`config.mk`:
```
export PLATFORM = sky130hd
export DESIGN_NAME = sync_fifo_param
export DESIGN_NICKNAME = d
export VERILOG_FILES = /design/src/rtl/sync_fifo_pkg.sv /design/src/rtl/sync_fifo_ram.sv /design/src/rtl/sync_fifo_param.sv
export SDC_FILE = /design/constraint.sdc
export NUM_CORES = 1
export LEC_CHECK = 0
export BUFFER_PORTS_ARGS = -buffer_cell sky130_fd_sc_hd__clkbuf_2
export CAP_MARGIN = 5
export CORE_MARGIN = 10
export CORE_UTILIZATION = 60
export CTS_CLUSTER_SIZE = 14
export DETAILED_ROUTE_END_ITERATION = 12
export GPL_ROUTABILITY_DRIVEN = 0
export PLACE_DENSITY = 0.8
export RECOVER_POWER = 25
export REMOVE_ABC_BUFFERS = 1
export SYNTH_ARGS = -nofsm -noshare
export SYNTH_HDL_FRONTEND = slang
export SYNTH_HIERARCHICAL = 1
export SYNTH_SLANG_ARGS = --single-unit
```
`constraint.sdc`:
```
create_clock -name clk -period 5.8 [get_ports clk]
set_input_delay 0.87 -clock clk [delete_from_list [all_inputs] [get_ports clk]]
set_output_delay 0.87 -clock clk [all_outputs]
set_load 0.01 [all_outputs]
```
`src/rtl/sync_fifo_pkg.sv`:
```
// Shared helpers for the parametrised synchronous FIFO.
//   ptr_width : pointer width for a given depth (address bits plus one wrap bit)
//   is_pow2   : depth legality (power of two, at least 2)
//   af_legal  : almost-full threshold within 1..depth
//   ae_legal  : almost-empty threshold within 0..depth-1
package sync_fifo_pkg;

  function automatic int unsigned ptr_width(input int unsigned depth);
    return $clog2(depth) + 1;
  endfunction

  function automatic bit is_pow2(input int unsigned v);
    return (v >= 2) && ((v & (v - 1)) == 0);
  endfunction

  function automatic bit af_legal(input int unsigned af, input int unsigned depth);
    return (af >= 1) && (af <= depth);
  endfunction

  function automatic bit ae_legal(input int unsigned ae, input int unsigned depth);
    return ae <= (depth - 1);
  endfunction

endpackage

```
`src/rtl/sync_fifo_ram.sv`:
```
// Storage array for sync_fifo_param: DATA_DEPTH x DATA_WIDTH, one synchronous
// write port and one asynchronous read port. Contents are not reset.
//   clk      in  clock, rising edge
//   wr_en    in  write strobe
//   wr_addr  in  write address
//   wr_data  in  write data
//   rd_addr  in  read address
//   rd_data  out read data (combinational from rd_addr)
module sync_fifo_ram #(
  parameter int unsigned DATA_WIDTH = 8,
  parameter int unsigned DATA_DEPTH = 16,
  parameter int unsigned AW         = $clog2(DATA_DEPTH)
) (
  input  logic                  clk,
  input  logic                  wr_en,
  input  logic [AW-1:0]         wr_addr,
  input  logic [DATA_WIDTH-1:0] wr_data,
  input  logic [AW-1:0]         rd_addr,
  output logic [DATA_WIDTH-1:0] rd_data
);

  logic [DATA_WIDTH-1:0] mem_q [DATA_DEPTH];

  always_ff @(posedge clk) begin
    if (wr_en) begin
      mem_q[wr_addr] <= wr_data;
    end
  end

  assign rd_data = mem_q[rd_addr];

endmodule

```
`src/rtl/sync_fifo_param.sv`:
```
// Parametrised single-clock FIFO with fill level, almost-full/almost-empty
// flags, standard or first-word-fall-through read mode, synchronous flush and
// one-cycle overflow/underflow pulses.
//   clk, rst_n     clock (rising edge), asynchronous active-low reset
//   flush          synchronous clear, overrides wr_en/rd_en
//   wr_en/data_in  write request and data
//   rd_en          read request (FWFT: pop of the head word)
//   data_out       read data; rd_valid marks a fresh word (standard) or !empty (FWFT)
//   full/empty/almost_full/almost_empty/count  status from registered pointers
//   overflow/underflow  registered pulses for rejected write/read requests
module sync_fifo_param
  import sync_fifo_pkg::*;
#(
  parameter int unsigned DATA_WIDTH = 8,
  parameter int unsigned DATA_DEPTH = 16,
  parameter int unsigned FWFT       = 0,
  parameter int unsigned AF_THRESH  = 14,
  parameter int unsigned AE_THRESH  = 2
) (
  input  logic                         clk,
  input  logic                         rst_n,
  input  logic                         flush,
  input  logic                         wr_en,
  input  logic [DATA_WIDTH-1:0]        data_in,
  input  logic                         rd_en,
  output logic [DATA_WIDTH-1:0]        data_out,
  output logic                         rd_valid,
  output logic                         full,
  output logic                         empty,
  output logic                         almost_full,
  output logic                         almost_empty,
  output logic [$clog2(DATA_DEPTH):0]  count,
  output logic                         overflow,
  output logic                         underflow
);

  localparam int unsigned PW = ptr_width(DATA_DEPTH);
  localparam int unsigned AW = PW - 1;

  localparam logic [PW-1:0] PTR_ONE = PW'(1);
  localparam logic [PW-1:0] AF_LVL  = PW'(AF_THRESH);
  localparam logic [PW-1:0] AE_LVL  = PW'(AE_THRESH);

  if (!is_pow2(DATA_DEPTH)) begin : g_chk_depth
    $error("sync_fifo_param: DATA_DEPTH must be a power of two >= 2");
  end
  if (!af_legal(AF_THRESH, DATA_DEPTH)) begin : g_chk_af
    $error("sync_fifo_param: AF_THRESH must be in 1..DATA_DEPTH");
  end
  if (!ae_legal(AE_THRESH, DATA_DEPTH)) begin : g_chk_ae
    $error("sync_fifo_param: AE_THRESH must be in 0..DATA_DEPTH-1");
  end

  logic [PW-1:0]         wr_ptr_q, wr_ptr_d;
  logic [PW-1:0]         rd_ptr_q, rd_ptr_d;
  logic                  overflow_q, overflow_d;
  logic                  underflow_q, underflow_d;
  logic                  wr_acc;
  logic                  rd_acc;
  logic [DATA_WIDTH-1:0] ram_rd_data;

  // Status is purely a function of the registered pointers.
  always_comb begin
    empty        = (wr_ptr_q == rd_ptr_q);
    full         = (wr_ptr_q[AW] != rd_ptr_q[AW]) &&
                   (wr_ptr_q[AW-1:0] == rd_ptr_q[AW-1:0]);
    count        = wr_ptr_q - rd_ptr_q;
    almost_full  = (count >= AF_LVL);
    almost_empty = (count <= AE_LVL);
  end

  // Full blocks only the write and empty blocks only the read, so a
  // simultaneous request on a full/empty FIFO still moves the other pointer.
  always_comb begin
    wr_acc      = wr_en & ~full & ~flush;
    rd_acc      = rd_en & ~empty & ~flush;
    overflow_d  = wr_en & full & ~flush;
    underflow_d = rd_en & empty & ~flush;
    wr_ptr_d    = wr_ptr_q;
    rd_ptr_d    = rd_ptr_q;
    if (flush) begin
      wr_ptr_d = '0;
      rd_ptr_d = '0;
    end else begin
      if (wr_acc) wr_ptr_d = wr_ptr_q + PTR_ONE;
      if (rd_acc) rd_ptr_d = rd_ptr_q + PTR_ONE;
    end
  end

  always_ff @(posedge clk or negedge rst_n) begin
    if (!rst_n) begin
      wr_ptr_q    <= '0;
      rd_ptr_q    <= '0;
      overflow_q  <= 1'b0;
      underflow_q <= 1'b0;
    end else begin
      wr_ptr_q    <= wr_ptr_d;
      rd_ptr_q    <= rd_ptr_d;
      overflow_q  <= overflow_d;
      underflow_q <= underflow_d;
    end
  end

  assign overflow  = overflow_q;
  assign underflow = underflow_q;

  sync_fifo_ram #(
    .DATA_WIDTH (DATA_WIDTH),
    .DATA_DEPTH (DATA_DEPTH),
    .AW         (AW)
  ) u_ram (
    .clk     (clk),
    .wr_en   (wr_acc),
    .wr_addr (wr_ptr_q[AW-1:0]),
    .wr_data (data_in),
    .rd_addr (rd_ptr_q[AW-1:0]),
    .rd_data (ram_rd_data)
  );

  if (FWFT != 0) begin : g_fwft
    // Head word shown directly; forced to zero while empty so the output is
    // defined after reset even though the array is not.
    always_comb begin
      data_out = empty ? '0 : ram_rd_data;
      rd_valid = ~empty;
    end
  end else begin : g_std
    logic [DATA_WIDTH-1:0] dout_q, dout_d;
    logic                  rd_valid_q, rd_valid_d;

    always_comb begin
      dout_d     = rd_acc ? ram_rd_data : dout_q;
      rd_valid_d = rd_acc;
    end

    always_ff @(posedge clk or negedge rst_n) begin
      if (!rst_n) begin
        dout_q     <= '0;
        rd_valid_q <= 1'b0;
      end else begin
        dout_q     <= dout_d;
        rd_valid_q <= rd_valid_d;
      end
    end

    assign data_out = dout_q;
    assign rd_valid = rd_valid_q;
  end

endmodule
```
## Word level (Yosys, flattened, before mapping)

Memory sizes are Yosys's and may differ from the RTL's. A register that Yosys moved wholly into a read port is not among the register bits.
Cells that the tools add are included.
W data, S select, Z words.

- Equal/unequal tests: 3
- Add/subtract/negate cells: 3
- Shifts and indexed selects: 0
- Bitwise operators: 11
- Muxes and demuxes: 6
- Order comparisons: 2
- Reduce and logical (&&, ||, !) cells: 4
- Div/mod/pow operators: 0
- Multipliers: 0

Operator list:

| cell | count |
|---|---|
| $mux W5 | 4 |
| $add A5 B1 Y5 const B | 2 |
| $and A1 B1 Y1 | 8 |
| $eq A5 B5 Y1 | 1 |
| $ge A5 B4 Y1 const B | 1 |
| $le A5 B2 Y1 const B | 1 |
| $sub A5 B5 Y5 | 1 |
| $eq A4 B4 Y1 | 1 |
| $reduce_bool A2 Y1 | 2 |
| $not A1 Y1 | 3 |
| $mux W1 | 2 |
| $logic_and A1 B1 Y1 | 1 |
| $logic_not A1 Y1 | 1 |
| $ne A1 B1 Y1 | 1 |

- Latch bits: 0
- Flip-flop bits (word level): 13
- ROM bits: 0
- Bits in writable memories: 128
- Memories kept: 1
- Output and inout port bits: 20

Memory list:

| memory | depth | width | rd ports | clocked after memory_dff | wr ports | RTL line | text |
|---|---|---|---|---|---|---|---|
| u_ram.mem_q | 16 | 8 | 1 | 1 | 1 | sync_fifo_ram.sv:22 | `logic [DATA_WIDTH-1:0] mem_q [DATA_DEPTH];` |

## Longest topological paths before layout

Gate-level depths: netlist of run 1.

- Depth after elaboration: 7
- Depth in mapped cells: 8
- Mapped depth without buffers: 8

## Modules after synthesis

The synthesis of run 1 kept the hierarchy.

Modules (own cells, without submodules):

| module | seq. area each (µm²) | cells each | times used | area an instance (µm²) |
|---|---|---|---|---|
| sync_fifo_ram | 3,843.7 | 221 | 1 | 4,987.3 |
| sync_fifo_param | 525.5 | 96 | 1 | 1,126.1 |

## Worst setup path before layout of run 1

OpenSTA, ideal clock, no wires.

- Path type: register -> output
- Start point: reg wr_ptr_q[0]
- End point: out almost_empty
- Buffers on the path: 0
- Stages on the path, launching flop included: 9
- Arrival: 2.288 ns
- Data required time: 4.930 ns
- Setup slack: 2.642 ns
- Cell sequence: dfrtp_1 inv_1 ha_1 inv_1 fa_1 a21o_1 a21oi_1 xnor2_1 a2111oi_0

- Cells in the longest elaborated chain, start to end: 2

RTL lines:

| element | RTL line | text |
|---|---|---|
| from (decl) | sync_fifo_param.sv:54 | `logic [PW-1:0] wr_ptr_q, wr_ptr_d;` |
| from (signal assigned) | sync_fifo_param.sv:97 | `wr_ptr_q <= wr_ptr_d;` |
| $sub A5 B5 Y5 | sync_fifo_param.sv:67 | `count = wr_ptr_q - rd_ptr_q;` |
| named net count[4] | sync_fifo_param.sv:32 | `output logic [$clog2(DATA_DEPTH):0] count,` |
| $le A5 B2 Y1 | sync_fifo_param.sv:69 | `almost_empty = (count <= AE_LVL);` |
| to (decl) | sync_fifo_param.sv:31 | `output logic almost_empty,` |

The timed path passes the listed nets, and every way through them passes these cells.

## Final worst setup path of run 1

- Start point: reg rd_ptr_q[0]
- End point: out almost_empty

- Cells in the longest elaborated chain, start to end: 2

RTL lines:

| element | RTL line | text |
|---|---|---|
| from (decl) | sync_fifo_param.sv:55 | `logic [PW-1:0] rd_ptr_q, rd_ptr_d;` |
| from (signal assigned) | sync_fifo_param.sv:98 | `rd_ptr_q <= rd_ptr_d;` |
| $sub A5 B5 Y5 | sync_fifo_param.sv:67 |  |
| $le A5 B2 Y1 | sync_fifo_param.sv:69 |  |

Every way passes these cells.

==> results.sh, run 1 <==
export IMPL_vias=3194
export IMPL_clock_fmax_mhz=247
export IMPL_coreArea_um2=9860
export IMPL_period_minus_slack_ns=4.04
export IMPL_grtUsageTotal=0.179
export IMPL_setup_viol=0
export IMPL_mostFrequentLayoutCells="128 x edfxtp_1, 26 x clkbuf_2, 23 x nor2_1"
export IMPL_synth_area_um2=6110
export IMPL_nets=381
export IMPL_synth_cell_types=43
export IMPL_tritoncts="yes"
export IMPL_numPortBuffers=32
export IMPL_syn_area_per_cell_um2=19.3
export IMPL_min_path_type="flop to flop"
export IMPL_tightest_slew_ns=1.10
export IMPL_crit_arrival_ns=3.17
export IMPL_layout_worst_path_cycle_share=0.697
export IMPL_syn_to_final_growth_pct=13.5
export IMPL_async_flop_share=0.141
export IMPL_synthFlopType="edfxtp_1"
export IMPL_intPower_w=0.00206
export IMPL_synthCells=317
export IMPL_grt_max_degree=37
export IMPL_cts_made_buffers=17
export IMPL_fin_skew_ns=0.00626
export IMPL_holdWs_ns=0.510
export IMPL_setup_tns_final_ns=0
export IMPL_p_switching_w=0.000636
export IMPL_critPathRequiredTime_ns=4.93
export IMPL_die_y_um=121
export IMPL_ys_seq_area_frac=0.715
export IMPL_crit_type="flop to primary output"
export IMPL_routed_via_density=6.30
export IMPL_critPathSlowestCell="buf_4"
export IMPL_gr_total_overflow=0
export IMPL_drc=0
export IMPL_ios=33
export IMPL_final_util=0.703
export IMPL_initial_core_util=0.620
export IMPL_die_x_um=121
export IMPL_place_inst=474
export IMPL_hp_start="data_out[6]"
export IMPL_path_delay_family="buffers and inverters"
export IMPL_first_pass_iters=5
export IMPL_hold_buffers=0
export IMPL_power_leakage_nw=2.42
export IMPL_outcome="complete, no violations"
export IMPL_p_per_area_nw_per_um2=389
export IMPL_comb_power_share=0.156
export IMPL_wl_per_cell_um=24.2
export IMPL_cp_start_kind="flop"
export IMPL_grt_pass1_vias=3355
export IMPL_cts_repair_resized=0
export IMPL_final_max_slew_viol_count=0
export IMPL_crit_start="rd_ptr_q[0]"
export IMPL_critPathMaxFanout=36
export IMPL_detail_route_antenna_nets=0
export IMPL_clkTransAtPathRegs_ns=0.06
export IMPL_cts_setup_buffers=0
export IMPL_n_antenna_cell=0
export IMPL_rsz0062_at_grt="false"
export IMPL_dp_hpwl_um=7340
export IMPL_cts_root_buffer="clkbuf_8"
export IMPL_yosysWarnings=6
export IMPL_swShare=0.236
export IMPL_pwr_share_clk=0.387
export IMPL_drtIter0Drc=294
export IMPL_cp_num_buf_inv=3
export IMPL_clock_latency_ns=0.52
export IMPL_synth_seq_cells=149
export IMPL_vdd_ir_drop_max_uv=232
export IMPL_cts_sinks=149
export IMPL_fin_cells=507
export IMPL_grt_antenna_before_repair=0
export IMPL_maxCapViolCount=0
export IMPL_drive_above_1_share=0.243
export IMPL_max_clock_path_buffers=2
export IMPL_relSlewSlack=0.267
export IMPL_final_common_cell="edfxtp_1"
export IMPL_crit_chain="buf_4 > ha_1 > inv_1 > fa_1 > a21o_1 > a21oi_1 > xnor2_1 > a2111oi_0 > clkbuf_2"
export IMPL_wirelength_um=12300
export IMPL_grt_pass1_wl_um=19400
export IMPL_end_kind="primary output"
export IMPL_row_count=36
export IMPL_cpPeakStageDelay_ns=0.49
export IMPL_hold_violations=0
export IMPL_seq_power_share=0.457
export IMPL_cts_htree_levels=4
export IMPL_reg2reg_from="rd_ptr_q[0]"
export IMPL_synth_edf_count=128
export IMPL_die_area_um2=14600
sequential cells by signal, summed over array words and instances (netlist names):
register / count
data_out: 8
wr_ptr_q: 5
u_ram/mem_q: 128
underflow: 1
rd_valid: 1
rd_ptr_q: 5
overflow: 1
final timing paths:
path | end | slack [ns] | cells after the start
worst max-delay path | almost_empty | 1.76 | 9
worst max register to register | u_ram/mem_q[0][4] | 2.29 | 8
worst min register to register | data_out[6] | 0.51 | 1
max in group asynchronous | rd_ptr_q[0] | 4.53 | 1
worst min-delay path | data_out[6] | 0.51 | 1
min in group asynchronous | wr_ptr_q[3] | 0.54 | 1
synth_stat cells, drive strengths merged, types with 4 or more instances:
cell / count / share of area
a21oi: 5 / 0.0041
a22oi: 16 / 0.020
buf: 8 / 0.011
dfrtp: 21 / 0.086
edfxtp: 128 / 0.63
ha: 6 / 0.012
inv: 7 / 0.0043
mux2: 8 / 0.020
mux4: 32 / 0.13
nand2: 12 / 0.0074
nor2: 23 / 0.014
nor3: 4 / 0.0033
o21ai: 6 / 0.0055
xnor2: 4 / 0.0070
xor2: 6 / 0.0098
power by group through the flow:
stage,logic [W],clock network [W],registers (W)
finish,0.000421,0.00104,0.00123
global route,0.000457,0.00111,0.00124
floorplan,0.000233,0,0.00130
CTS,0.000427,0.00106,0.00123
global placement,0.000415,0,0.00125
detailed placement,0.000425,0,0.00125
through the flow:
| step | power [W] | setup WS (ns) | cell area, µm² |
|---|---|---|---|
| 2_1_floorplan | 0.00153 | 1.66 | 6010 |
| 3_3_place_gp | 0.00167 | 2.25 | 6370 |
| 3_5_place_dp | 0.00168 | 2.01 | 6370 |
| 4_1_cts | 0.00272 | 1.69 | 6940 |
| 5_1_grt | 0.00280 | 1.48 | 6940 |
| 6_report | 0.00270 | 1.76 | 6940 |
layout make-up:
cell class / instances / area, µm²
clock buffers: 21 / 429
multi-input cells: 149 / 1620
fillers: 576 / 2930
repair buffers: 37 / 190
clock inverters: 11 / 134
flip-flops and latches: 149 / 4370
well taps: 133 / 166
inverters: 7 / 26.3
metal layers:
| metal | share of wire | up-vias | GRT usage | routed length [µm] |
|---|---|---|---|---|
| met5 | 0 | - | 0 | 0 |
| met4 | 0.037 | 0 | 0.0905 | 455 |
| met3 | 0.084 | 35 | 0.0610 | 1040 |
| met2 | 0.47 | 175 | 0.265 | 5760 |
| met1 | 0.41 | 1611 | 0.230 | 5040 |
| li1 | - | 1373 | - | - |
kinds of logic after synthesis:
group           count (synthesis)  share of synthesized area
flops                         149                      0.715
simple gates                   57                     0.0456
mux                            42                      0.149
compound gates                 33                     0.0370
buf+inv                        19                     0.0209
xor+xnor                       10                     0.0168
fa+ha+maj                       7                     0.0156
worst register-to-register path, stage by stage, from the launching register on:
cell	delay, ns
dfrtp_2	0.34
buf_4	0.49
ha_1	0.41
nand4_2	0.21
o21ai_1	0.16
nor2_1	0.27
or3b_2	0.54
nor3_1	0.52
buf_4	0.28
No activity file was read; power rests on OpenSTA's default activity.
==> run 2: changes to the inputs <==
--- a/config.mk
+++ b/config.mk
@@ -5,6 +5,7 @@
 export SDC_FILE = /design/constraint.sdc
 export NUM_CORES = 1
 export LEC_CHECK = 0
+export ABC_AREA = 1
 export BUFFER_PORTS_ARGS = -buffer_cell sky130_fd_sc_hd__clkbuf_2
 export CAP_MARGIN = 5
 export CORE_MARGIN = 10
==> constraint.sdc (replaced) <==
create_clock -name clk -period 3.9 [get_ports clk]
set_input_delay 0.585 -clock clk [delete_from_list [all_inputs] [get_ports clk]]
set_output_delay 0.585 -clock clk [all_outputs]
set_load 0.01 [all_outputs]
==> results.sh, run 2 <==
export IMPL_holdWs_ns=0.386
export IMPL_rsz0062_at_grt="false"
export IMPL_wirelength_um=16500
export IMPL_fin_area_um2=7660
export IMPL_cts_root_buffer="clkbuf_16"
export IMPL_hold_violations=0
export IMPL_die_area_um2=16200
export IMPL_wl_met1_um=6130
export IMPL_maxCapViolCount=0
export IMPL_gr_total_overflow=0
export IMPL_first_pass_iters=5
export IMPL_cts_repair_resized=0
export IMPL_nets=761
export IMPL_final_common_cell="nand2_1"
export IMPL_end_kind="flop"
export IMPL_top_register="u_ram/mem_q"
export IMPL_min_path_type="primary input to asynchronous set/reset pin"
export IMPL_grt_max_degree=71
export IMPL_cts_setup_buffers=0
export IMPL_critPathSlowestCell="dfrtp_1"
export IMPL_cts_made_buffers=17
export IMPL_largest_reg_flops=128
export IMPL_synth_area_leader_cell="edfxtp_1"
export IMPL_drive_above_1_share=0.101
export IMPL_cts_sinks=149
export IMPL_synthFlopType="edfxtp_1"
export IMPL_row_count=39
export IMPL_fin_skew_ns=0.00722
export IMPL_detail_route_antenna_nets=0
export IMPL_synth_seq_cells=149
export IMPL_hold_buffers=0
export IMPL_relSlewSlack=0.203
export IMPL_cp_start_kind="flop"
export IMPL_ys_top_cells_by_area="edfxtp_1 56%, nand2_1 13%, nand3_1 8.4%, dfrtp_1 7.6%, inv_1 6.4%"
export IMPL_layout_worst_path_cycle_share=0.775
export IMPL_die_y_um=127
export IMPL_final_max_slew_viol_count=0
export IMPL_crit_start="rd_ptr_q[3]"
export IMPL_place_area_um2=7060
export IMPL_yosysWarnings=6
export IMPL_syn_area_per_cell_um2=9.65
export IMPL_dp_slack_ns=0.936
export IMPL_nFillCells=833
export IMPL_clock_latency_ns=0.42
export IMPL_ys_seq_area_frac=0.634
export IMPL_register_area_um2=4370
export IMPL_power_leakage_nw=3.48
export IMPL_async_flop_share=0.141
export IMPL_yosysMostFrequentCell="nand2_1"
export IMPL_wl_met2_um=8250
export IMPL_dp_hpwl_um=10400
export IMPL_cp_num_buf_inv=2
export IMPL_initial_core_util=0.609
export IMPL_die_x_um=127
export IMPL_multi_input_area_um2=1870
export IMPL_n_antenna_cell=0
export IMPL_synth_cell_types=25
export IMPL_outcome="complete, no violations"
export IMPL_crit_type="flop to flop"
export IMPL_max_clock_path_buffers=2
export IMPL_critPathMaxFanout=14
export IMPL_crit_arrival_ns=3.08
export IMPL_synth_area_um2=6890
export IMPL_wl_per_cell_um=18.4
export IMPL_final_util=0.676
export IMPL_tritoncts="yes"
export IMPL_setup_tns_final_ns=0
export IMPL_grt_pass1_vias=5003
export IMPL_syn_to_final_growth_pct=11.1
export IMPL_worst_slack_ns=0.879
export IMPL_crit_chain="inv_1 > ha_1 > nand2_2 > nor2_4 > nand2_1 > inv_1 > nor2_1 > nand3_1 > nor2_1"
export IMPL_grt_antenna_before_repair=0
export IMPL_vdd_ir_drop_max_uv=539
export IMPL_clkTransAtPathRegs_ns=0.06
export IMPL_reg2reg_from="rd_ptr_q[3]"
export IMPL_grtUsageTotal=0.207
export IMPL_dr_max_layer_used="met4"
export IMPL_clock_fmax_mhz=331
export IMPL_ios=33
export IMPL_synth_top_area_frac=0.558
export IMPL_critPathRequiredTime_ns=3.96
export IMPL_cpPeakStageDelay_ns=0.62
export IMPL_tightest_slew_ns=1.20
export IMPL_netlist_top_cells_count="238 x nand2_1, 128 x edfxtp_1, 118 x inv_1"
export IMPL_wl_met3_um=1500
export IMPL_path_delay_family="simple AND/OR/NAND/NOR gates"
export IMPL_drtIter0Drc=640
export IMPL_period_minus_slack_ns=3.02
export IMPL_setup_viol=0
export IMPL_synthCells=714
export IMPL_cts_htree_levels=4
export IMPL_coreArea_um2=11300
export IMPL_mostFrequentLayoutCells="238 x nand2_1, 128 x edfxtp_1, 118 x inv_1"
export IMPL_p_per_area_nw_per_um2=545
export IMPL_grt_pass1_wl_um=25700
export IMPL_synth_edf_count=128
export IMPL_routed_via_density=5.72
export IMPL_drc=0
export IMPL_numPortBuffers=32
export IMPL_vias=5127
-- run 2: per-stage QoR --
stage / cells / power [W]
floorplan: 687 / 0.00226
global placement: 865 / 0.00251
detailed placement: 865 / 0.00253
CTS: 897 / 0.00418
global route: 897 / 0.00433
finish: 897 / 0.00417
-- run 2: cell families (layout without fill, tap and decap cells) --
group | after synthesis | after routing | synth area share
compound gates | 3 | 3 | 0.00218
fa+ha+maj | 7 | 7 | 0.0138
flops | 149 | 149 | 0.634
buf+inv | 150 | 190 | 0.0955
xor+xnor | 2 | 2 | 0.00254
simple gates | 403 | 403 | 0.252
-- run 2: final timing paths --
kind | to | slack [ns] | cells past startpoint
max reg2reg | u_ram/mem_q[12][3] | 0.88 | 9
max | u_ram/mem_q[12][3] | 0.88 | 9
min in group clk | underflow | 0.41 | 3
min | underflow | 0.39 | 1
max in group asynchronous | rd_ptr_q[0] | 2.72 | 1
min reg2reg | data_out[5] | 0.48 | 2
-- run 2: power by group --
group | internal [W] | leakage (nW) | switching, W
sequential | 0.00179 | 1.43 | 0.0000341
clock | 0.00101 | 0.288 | 0.000648
combinational | 0.000203 | 1.76 | 0.000487
total | 0.00300 | 3.48 | 0.00117
-- run 2: area by class of cell --
| class | count | share of cell area |
|---|---|---|
| flip-flops and latches | 149 | 0.571 |
| well taps | 143 | 0.0234 |
| repair buffers | 35 | 0.0225 |
| inverters | 123 | 0.0606 |
| multi-input cells | 415 | 0.244 |
| clock buffers | 17 | 0.0556 |
| clock inverters | 15 | 0.0235 |
-- run 2: per-layer routing --
| layer | vias up | global-route usage |
|---|---|---|
| li1 | 2339 | - |
| met1 | 2415 | 0.243 |
| met2 | 317 | 0.347 |
| met3 | 56 | 0.0451 |
| met4 | 0 | 0.115 |
| met5 | - | 0 |
==> run 3: changes to the inputs <==
--- a/config.mk
+++ b/config.mk
@@ -5,7 +5,7 @@
 export SDC_FILE = /design/constraint.sdc
 export NUM_CORES = 1
 export LEC_CHECK = 0
-export ABC_AREA = 1
+export ABC_AREA = 0
 export BUFFER_PORTS_ARGS = -buffer_cell sky130_fd_sc_hd__clkbuf_2
 export CAP_MARGIN = 5
 export CORE_MARGIN = 10
==> constraint.sdc (replaced) <==
create_clock -name clk -period 3.1 [get_ports clk]
set_input_delay 0.465 -clock clk [delete_from_list [all_inputs] [get_ports clk]]
set_output_delay 0.465 -clock clk [all_outputs]
set_load 0.01 [all_outputs]
==> results.sh, run 3 (synthesis gave the netlist of run 1 again) <==
export IMPL_outcome="complete, no violations"
export IMPL_first_pass_iters=5
export IMPL_wl_per_cell_um=23.4
export IMPL_min_path_type="primary input to flop"
export IMPL_syn_to_final_growth_pct=15.7
export IMPL_dp_hpwl_um=7390
export IMPL_nFillCells=613
export IMPL_crit_type="flop to primary output"
export IMPL_largest_reg_flops=128
export IMPL_detail_route_antenna_nets=0
export IMPL_use_met1=0.216
export IMPL_tightest_slew_ns=0.701
export IMPL_ios=33
export IMPL_row_count=36
export IMPL_max_clock_path_buffers=2
export IMPL_power_leakage_nw=2.51
export IMPL_place_inst=489
export IMPL_grt_max_degree=36
export IMPL_routed_via_density=6.09
export IMPL_drtIter0Drc=308
export IMPL_drc=0
export IMPL_cp_start_kind="flop"
export IMPL_final_util=0.717
export IMPL_initial_core_util=0.620
export IMPL_mostFrequentLayoutCells="128 x edfxtp_1, 24 x clkbuf_2, 23 x nor2_1"
export IMPL_tritoncts="yes"
export IMPL_wirelength_um=12200
export IMPL_cts_root_buffer="clkbuf_8"
export IMPL_relSlewSlack=0.532
export IMPL_layout_worst_path_cycle_share=0.943
export IMPL_vias=3183
export IMPL_holdWs_ns=0.244
export IMPL_hold_violations=0
export IMPL_grtUsageTotal=0.176
export IMPL_grt_busiest_layer="met2"
export IMPL_top_register="u_ram/mem_q"
export IMPL_final_max_slew_viol_count=0
export IMPL_grt_antenna_before_repair=0
export IMPL_critPathRequiredTime_ns=2.63
export IMPL_clkTransAtPathRegs_ns=0.07
export IMPL_final_common_cell="edfxtp_1"
export IMPL_cts_made_buffers=17
export IMPL_clock_latency_ns=0.52
export IMPL_end_kind="primary output"
export IMPL_cts_sinks=149
export IMPL_fin_skew_ns=0.00926
export IMPL_critPathMaxFanout=3
export IMPL_grt_use_met2=0.282
export IMPL_nets=397
export IMPL_crit_arrival_ns=2.46
export IMPL_cts_htree_levels=4
export IMPL_vdd_ir_drop_max_uv=457
export IMPL_use_met3=0.0596
export IMPL_clock_fmax_mhz=342
export IMPL_coreArea_um2=9860
export IMPL_n_antenna_cell=0
export IMPL_drive_above_1_share=0.292
export IMPL_grt_pass1_wl_um=19200
export IMPL_period_minus_slack_ns=2.92
export IMPL_rsz0062_at_grt="false"
export IMPL_die_x_um=121
export IMPL_maxCapViolCount=0
export IMPL_p_total_w=0.00505
export IMPL_numPortBuffers=32
export IMPL_grt_pass1_vias=3322
export IMPL_die_area_um2=14600
export IMPL_setup_viol=0
export IMPL_gr_total_overflow=0
export IMPL_die_y_um=121
export IMPL_fin_cells=523
export IMPL_p_per_area_nw_per_um2=714
run 3: cell count changes in the layout (fill, tap and decap cells not counted), sizes merged, moves of 4 or more:
cell	previous run	this run
inv	126	14
xor2	2	6
mux2	0	8
nand2	251	12
mux4	0	32
nand4	5	1
o21ai	0	6
xnor2	0	4
nor2	28	23
buf	3	21
nand3	116	2
a22oi	0	16
run 3: cell type report:
type | count | area, µm² | area share
clock buffer | 17 | 414 | 0.0586
clock inverter | 15 | 145 | 0.0205
inverter | 7 | 26.3 | 0.00372
multi-input combinational | 149 | 1640 | 0.231
sequential | 149 | 4370 | 0.618
tap | 133 | 166 | 0.0235
timing repair buffer | 53 | 312 | 0.0441
run 3: critical path, stage by stage (launching register included):
cell,delay [ns]
dfrtp_2,0.40
inv_1,0.09
ha_1,0.18
inv_1,0.06
fa_2,0.34
a21o_1,0.20
a21oi_2,0.17
xnor2_2,0.10
a2111oi_2,0.21
buf_2,0.18
run 3: stage by stage:
stage	setup TNS [ns]	setup WS, ns	cell area [µm²]
global route	0	0.0234	7070
detailed placement	0	0.352	6480
floorplan	-29.94	-0.657	6010
finish	0	0.177	7070
global placement	0	0.448	6480
CTS	0	0.0141	7060
run 3: worst paths after layout:
kind | from | endpoint | slack [ns] | cells after the start
setup / recovery | wr_ptr_q[0] | almost_empty | 0.18 | 9
hold / removal | rd_en | underflow | 0.24 | 2
setup reg to reg | rd_ptr_q[2] | u_ram/mem_q[0][0] | 0.49 | 8
hold reg to reg | data_out[6] | data_out[6] | 0.51 | 1
max in group asynchronous | rst_n | wr_ptr_q[0] | 2.29 | 2
min in group asynchronous | rst_n | data_out[3] | 0.44 | 2
run 3: power breakdown:
part	switching [W]	leakage (nW)	internal, W	total (W)
Sequential	0.0000437	1.42	0.00226	0.00230
Combinational	0.000422	0.811	0.000406	0.000828
Clock	0.000836	0.274	0.00108	0.00192
Total	0.00130	2.51	0.00375	0.00505
run 3: what timing repair did:
action / CTS / global route
hold buffers: 1 / 0
endpoints found under the hold margin: 21 / 0
pin swaps: 1 / 0
endpoints found under the setup margin: 1 / 1
resized for setup: 2 / 5
buffers inserted: 1 / 0
run 3: routing by layer:
metal	up-vias	share of wire
li1	1397	-
met1	1621	0.39
met2	144	0.50
met3	21	0.085
met4	0	0.022
met5	-	0
